## src/rtl/rtc_bus_scheduler_pkg.sv

```systemverilog
// Shared definitions for the RTC bus scheduler and its read/write sequencers.
// Latency: n/a (types and constants only).
// Backpressure: n/a.
package rtc_bus_scheduler_pkg;

  // Bus owner state, 2-bit encoding shared with anything decoding the state.
  typedef enum logic [1:0] {
    ST_IDLE  = 2'd0,
    ST_READ  = 2'd1,
    ST_WRITE = 2'd2,
    ST_GAP   = 2'd3
  } sched_state_t;

  // {a_d,cs,rd,wr}: all pins active-low, so idle is all ones.
  localparam logic [3:0] BUS_IDLE = 4'b1111;

  // Defaults; the sequencers size their own sweeps from the same numbers.
  localparam int unsigned DEF_REFRESH_CYCLES = 2000000;  // 20 ms at 100 MHz
  localparam int unsigned DEF_SEQ_CYCLES     = 352;      // 10-register sweep
  localparam int unsigned DEF_GAP_CYCLES     = 8;

  // Counter width able to hold 0..n-1, never narrower than one bit.
  function automatic int unsigned cnt_width(input int unsigned n);
    return (n > 1) ? $clog2(n) : 1;
  endfunction

endpackage

```

## src/rtl/rtc_refresh_timer.sv

```systemverilog
// Free-running refresh timer raising a single read-pending flag per wrap.
// Latency: rd_pending is set on the clock edge at which the counter wraps.
// Backpressure: none; ticks that arrive while a read is still pending merge.
// Ports: clk, reset (async, active-high), rd_enable (gates tick capture),
//        rd_clear (read accepted by the scheduler), rd_pending (flag out).
module rtc_refresh_timer
  import rtc_bus_scheduler_pkg::*;
#(
  parameter int unsigned REFRESH_CYCLES = DEF_REFRESH_CYCLES
) (
  input  logic clk,
  input  logic reset,
  input  logic rd_enable,
  input  logic rd_clear,
  output logic rd_pending
);

  localparam int unsigned RW = cnt_width(REFRESH_CYCLES);
  localparam logic [RW-1:0] REFRESH_LAST = RW'(REFRESH_CYCLES - 1);

  logic [RW-1:0] refresh_cnt;
  logic          wrap;

  assign wrap = (refresh_cnt == REFRESH_LAST);

  always_ff @(posedge clk or posedge reset) begin
    if (reset) refresh_cnt <= '0;
    else       refresh_cnt <= wrap ? '0 : refresh_cnt + 1'b1;
  end

  // Comes out of reset pending so a snapshot is taken straight away.
  // A tick coinciding with the clear wins: it is a newer request.
  always_ff @(posedge clk or posedge reset) begin
    if (reset)                  rd_pending <= 1'b1;
    else if (wrap && rd_enable) rd_pending <= 1'b1;
    else if (rd_clear)          rd_pending <= 1'b0;
  end

endmodule

```

## src/rtl/rtc_bus_scheduler.sv

```systemverilog
// Arbitrates the single RTC bus between the read-sweep and write sequencers.
// Latency: wr_req at edge t -> WRITE after edge t+1; each job is SEQ+GAP cycles.
// Backpressure: requests are held as single pending flags; writes beat reads.
// Ports: clk, reset (async, active-high), rd_enable, wr_req, leer_bus/escr_bus
//        (sequencer pin drives), do_it_leer/do_it_escribir (sequencer enables),
//        a_d/cs/rd/wr (RTC pins), rd_done/wr_done (pulses), busy.
module rtc_bus_scheduler
  import rtc_bus_scheduler_pkg::*;
#(
  parameter int unsigned REFRESH_CYCLES = DEF_REFRESH_CYCLES,
  parameter int unsigned SEQ_CYCLES     = DEF_SEQ_CYCLES,
  parameter int unsigned GAP_CYCLES     = DEF_GAP_CYCLES
) (
  input  logic       clk,
  input  logic       reset,
  input  logic       rd_enable,
  input  logic       wr_req,
  input  logic [3:0] leer_bus,
  input  logic [3:0] escr_bus,
  output logic       do_it_leer,
  output logic       do_it_escribir,
  output logic       a_d,
  output logic       cs,
  output logic       rd,
  output logic       wr,
  output logic       rd_done,
  output logic       wr_done,
  output logic       busy
);

  // One counter times both the sequence window and the guard gap.
  localparam int unsigned CW = cnt_width((SEQ_CYCLES > GAP_CYCLES) ? SEQ_CYCLES : GAP_CYCLES);
  localparam logic [CW-1:0] SEQ_LAST = CW'(SEQ_CYCLES - 1);
  localparam logic [CW-1:0] GAP_LAST = CW'(GAP_CYCLES - 1);

  sched_state_t  state, state_nxt;
  logic [CW-1:0] seq_cnt;
  logic          wr_pending;
  logic          rd_pending;
  logic          rd_clear;
  logic          wr_start;
  logic [3:0]    bus_sel;

  assign rd_clear = (state == ST_IDLE) && (state_nxt == ST_READ);
  assign wr_start = (state == ST_IDLE) && (state_nxt == ST_WRITE);

  rtc_refresh_timer #(
    .REFRESH_CYCLES(REFRESH_CYCLES)
  ) u_refresh (
    .clk       (clk),
    .reset     (reset),
    .rd_enable (rd_enable),
    .rd_clear  (rd_clear),
    .rd_pending(rd_pending)
  );

  // State register
  always_ff @(posedge clk or posedge reset) begin
    if (reset) state <= ST_IDLE;
    else       state <= state_nxt;
  end

  // Next-state logic
  always_comb begin
    state_nxt = state;
    case (state)
      ST_IDLE: begin
        if (wr_pending)                    state_nxt = ST_WRITE;
        else if (rd_pending && rd_enable)  state_nxt = ST_READ;
      end
      ST_READ, ST_WRITE: begin
        if (seq_cnt == SEQ_LAST)           state_nxt = ST_GAP;
      end
      ST_GAP: begin
        if (seq_cnt == GAP_LAST)           state_nxt = ST_IDLE;
      end
      default:                             state_nxt = ST_IDLE;
    endcase
  end

  // Window counter restarts on every state change, so each window counts from 0.
  always_ff @(posedge clk or posedge reset) begin
    if (reset)                   seq_cnt <= '0;
    else if (state_nxt != state) seq_cnt <= '0;
    else if (state != ST_IDLE)   seq_cnt <= seq_cnt + 1'b1;
  end

  // A request arriving on the accepting cycle must survive the clear.
  always_ff @(posedge clk or posedge reset) begin
    if (reset)         wr_pending <= 1'b0;
    else if (wr_req)   wr_pending <= 1'b1;
    else if (wr_start) wr_pending <= 1'b0;
  end

  // Done pulses land in the first GAP cycle.
  always_ff @(posedge clk or posedge reset) begin
    if (reset) begin
      rd_done <= 1'b0;
      wr_done <= 1'b0;
    end else begin
      rd_done <= (state == ST_READ)  && (state_nxt == ST_GAP);
      wr_done <= (state == ST_WRITE) && (state_nxt == ST_GAP);
    end
  end

  // Outputs decoded from the state register; the mux lets only the owner through.
  always_comb begin
    do_it_leer     = (state == ST_READ);
    do_it_escribir = (state == ST_WRITE);
    busy           = (state != ST_IDLE);
    case (state)
      ST_READ:  bus_sel = leer_bus;
      ST_WRITE: bus_sel = escr_bus;
      default:  bus_sel = BUS_IDLE;
    endcase
    {a_d, cs, rd, wr} = bus_sel;
  end

endmodule

```

## config.mk

```make
export PLATFORM = sky130hd
export DESIGN_NAME = rtc_bus_scheduler
export DESIGN_NICKNAME = d
export VERILOG_FILES = /design/src/rtl/rtc_bus_scheduler_pkg.sv /design/src/rtl/rtc_refresh_timer.sv /design/src/rtl/rtc_bus_scheduler.sv
export SDC_FILE = /design/constraint.sdc
export NUM_CORES = 1
export LEC_CHECK = 0
export CORE_UTILIZATION = 50
export CTS_CLUSTER_DIAMETER = 200
export DETAILED_ROUTE_END_ITERATION = 10
export PLACE_DENSITY_LB_ADDON = 0.3
export SKIP_LAST_GASP = 1
export SLEW_MARGIN = 40
export SYNTH_ARGS = -nofsm -noshare
export SYNTH_HDL_FRONTEND = slang
export SYNTH_SLANG_ARGS = --single-unit
export TNS_END_PERCENT = 30
```

## constraint.sdc

```tcl
create_clock -name clk -period 1.82 [get_ports clk]
set_input_delay 0.273 -clock clk [delete_from_list [all_inputs] [get_ports clk]]
set_output_delay 0.273 -clock clk [all_outputs]
set_load 0.05 [all_outputs]
```

==> flow_metrics.tcl <==
set metrics [dict create \
    peakVddDrop_mv 0.671 \
    via_per_inst 5.46 \
    die_y_um 62.8 \
    crit_fanout 6 \
    synthDistinctLibCells 39 \
    core_area_um2 3440 \
    synth-adder-area-share_pct 4.06 \
    setup.worst_path.class "register to output port" \
    critPathRequiredTime_ns 1.55 \
    yosysTopAreaCell "dfrtp_1" \
    whs_ns 0.401 \
    synth_top_family_by_area "simple AND/OR/NAND/NOR gates" \
    tightest_slew_ns 0.665 \
    dieWidth_um 62.8 \
    async_reset_ff_share_pct 100 \
    dieArea_um2 3950 \
    hold_path_class "primary input to asynchronous set/reset pin" \
    setup_viol 0 \
    syn-mean-instance-area_um2 9.90 \
    synthSimpleGateAreaFrac_pct 25.5 \
    clk_pin_slew_ns 0.07 \
    grt_pass1_wl_um 6710 \
    drc 0 \
    cts_setup_buffers 0 \
    yosysTopAreaCellShare_pct 47.3 \
    synthFlopType "dfrtp_1" \
    power_density_nw_per_um2 1130 \
    postRouteAntennaNets 0 \
    syn_inst 187 \
    hold_buffers 0 \
    p_leak_uw 0.00104 \
    max-slew-margin-rel_pct 55.0 \
    cap_violations 0 \
    grt_max_degree 37 \
    root_buffer "clkbuf_8" \
    fin_tns_setup_ns 0 \
    finalWeightedCongestion 0.819 \
    synth.cell_area_um2 1850 \
    grt_overflow_total 0 \
    start_util_pct 53.8 \
    finalHoldViolCount 0 \
    drv_slew 0 \
    drive_gt1_share_pct 16.6 \
    clk_latency_ns 0.28 \
    cts_inserted_buffers 5 \
    fin_nets 240 \
    synth.area.top_cells "dfrtp_1 47%, xor2_1 6.2%, nor2_1 5.5%" \
    grt_pass1_vias 1515 \
    mappedNetlistNets 205 \
    antenna_found_initial 0 \
    rows 21 \
    rsz0062_at_grt "true" \
    end_kind "output port" \
    pin_count 21 \
    clockBufferDepth 2 \
    max_clock_freq_mhz 559 \
    num_vias 1470 \
    routedWlPerCell_um 14.2 \
    seq_area_frac_synth_pct 48.7 \
    drt_iter0_markers 64 \
    clock_skew_ns 0.00385 \
    cts_tree "yes" \
    wl_um 3810 \
    synth_compound_area_share_pct 7.30 \
    grtUsageTotal_pct 21.6 \
    hpwl_um 2770 \
    cts_max_level 2 \
    area_growth_pct 28.2 \
    synthXorXnorAreaFrac_pct 11.4 \
    cp-start-kind "register" \
    dr.pass1.iters 4 \
    clkSinkCount 36 \
    cp.arrival_ns 1.52 \
    ys_seq_elements 36 \
    port_buffers 20 \
    yosys_warnings 0 \
    synthMuxAreaShare_pct 1.08 \
    status "finished, final reports clean" \
    synth_edf_count 0 \
    fin_crit_ns 1.79 \
    antenna_cells 0 \
    fin_crit_sh_pct 98.3 \
]
[per-stage QoR]
stage	total power [uW]	setup slack, ns	util [%]	cells	cell area [um2]
6_report	2670	0.0318	68.9	269	2370
3_5_place_dp	2040	0.0875	65.1	260	2240
4_1_cts	2630	0.0354	68.0	268	2340
5_1_grt	2800	-0.0542	68.9	269	2370
2_1_floorplan	1540	0.0509	-	187	1860
3_3_place_gp	2010	0.120	65.1	260	2240
[layout make-up]
type | instances | area [um2]
clock buffers | 8 | 90.1
fillers | 261 | 1070
flip-flops and latches | 36 | 902
inverters | 7 | 26.3
repair buffers | 29 | 338
well taps | 46 | 57.6
multi-input cells | 143 | 958
[per-layer routing]
metal	wire [um]	track usage (%)
met1	1630	24.9
met2	2020	37.0
met3	114	6.02
met4	44	10.2
met5	0	0
[logic make-up after synthesis]
logic type               Yosys count
AO/OA/AOI/OAI                     18
XOR/XNOR                          24
adder cells (fa/ha/maj)            6
buffers and inverters              9
flip-flops                        36
multiplexers                       2
AND/OR/NAND/NOR                   92
[registers in the layout, summed over array words and instances, names as in the netlist]
register,count
wr_done,1
rd_done,1
state,2
wr_pending,1
u_refresh.rd_pending,1
seq_cnt,9
u_refresh.refresh_cnt,21
[critical path: stages, from the launching register on]
cell     delay [ns]
dfrtp_1        0.38
buf_4          0.16
ha_2           0.24
a22oi_1        0.18
nand2_1        0.12
buf_12         0.16
[synthesized netlist by cell type (2+ instances only)]
cell	n
a21o_1	2
a22oi_1	4
a31oi_1	2
and3_1	4
buf_2	2
dfrtp_1	35
ha_1	6
inv_1	6
mux2i_1	2
nand2_1	20
nand2b_1	2
nand3_1	12
nand3b_1	2
nand4_1	7
nor2_1	27
nor2b_1	3
nor4_1	2
nor4b_1	2
o21ai_0	2
o21ai_1	3
or3_1	2
xnor2_1	11
xor2_1	13
[placed cells by master (no fill, tap or decap), drive strengths merged, types with 4 or more instances in the layout]
master,instances
a22oi,4
and3,4
buf,16
clkbuf,8
clkdlybuf4s50,13
dfrtp,35
ha,6
inv,7
nand2,21
nand3,12
nand4,7
nor2,27
o21ai,6
xnor2,11
xor2,13
[worst paths after layout]
| check | cells after the start | start | slack, ns | to |
|---|---|---|---|---|
| max | 5 | state[0] | 0.03 | cs |
| min | 3 | reset | 0.40 | seq_cnt[5] |
| max reg2reg | 7 | seq_cnt[0] | 0.06 | seq_cnt[2] |
| min reg2reg | 1 | u_refresh.refresh_cnt[19] | 0.49 | u_refresh.refresh_cnt[19] |
| max in group asynchronous | 3 | reset | 1.08 | u_refresh.rd_pending |
| min in group clk | 1 | u_refresh.refresh_cnt[19] | 0.49 | u_refresh.refresh_cnt[19] |
[what timing repair did]
action	4_1_cts	5_1_grt
endpoints found under the setup margin	1	10
resized for setup	1	4
cloned	0	1
pin swaps	0	1
endpoints found under the hold margin	0	0
[where the power goes]
group	internal, uW	leakage, uW	total [uW]	switching, uW
logic	528	0.000523	1210	686
clock network	309	0.0000455	575	266
registers	847	0.000476	885	38.2
total	1680	0.00104	2670	990
Note: power is estimated with default switching activity, not from simulation.
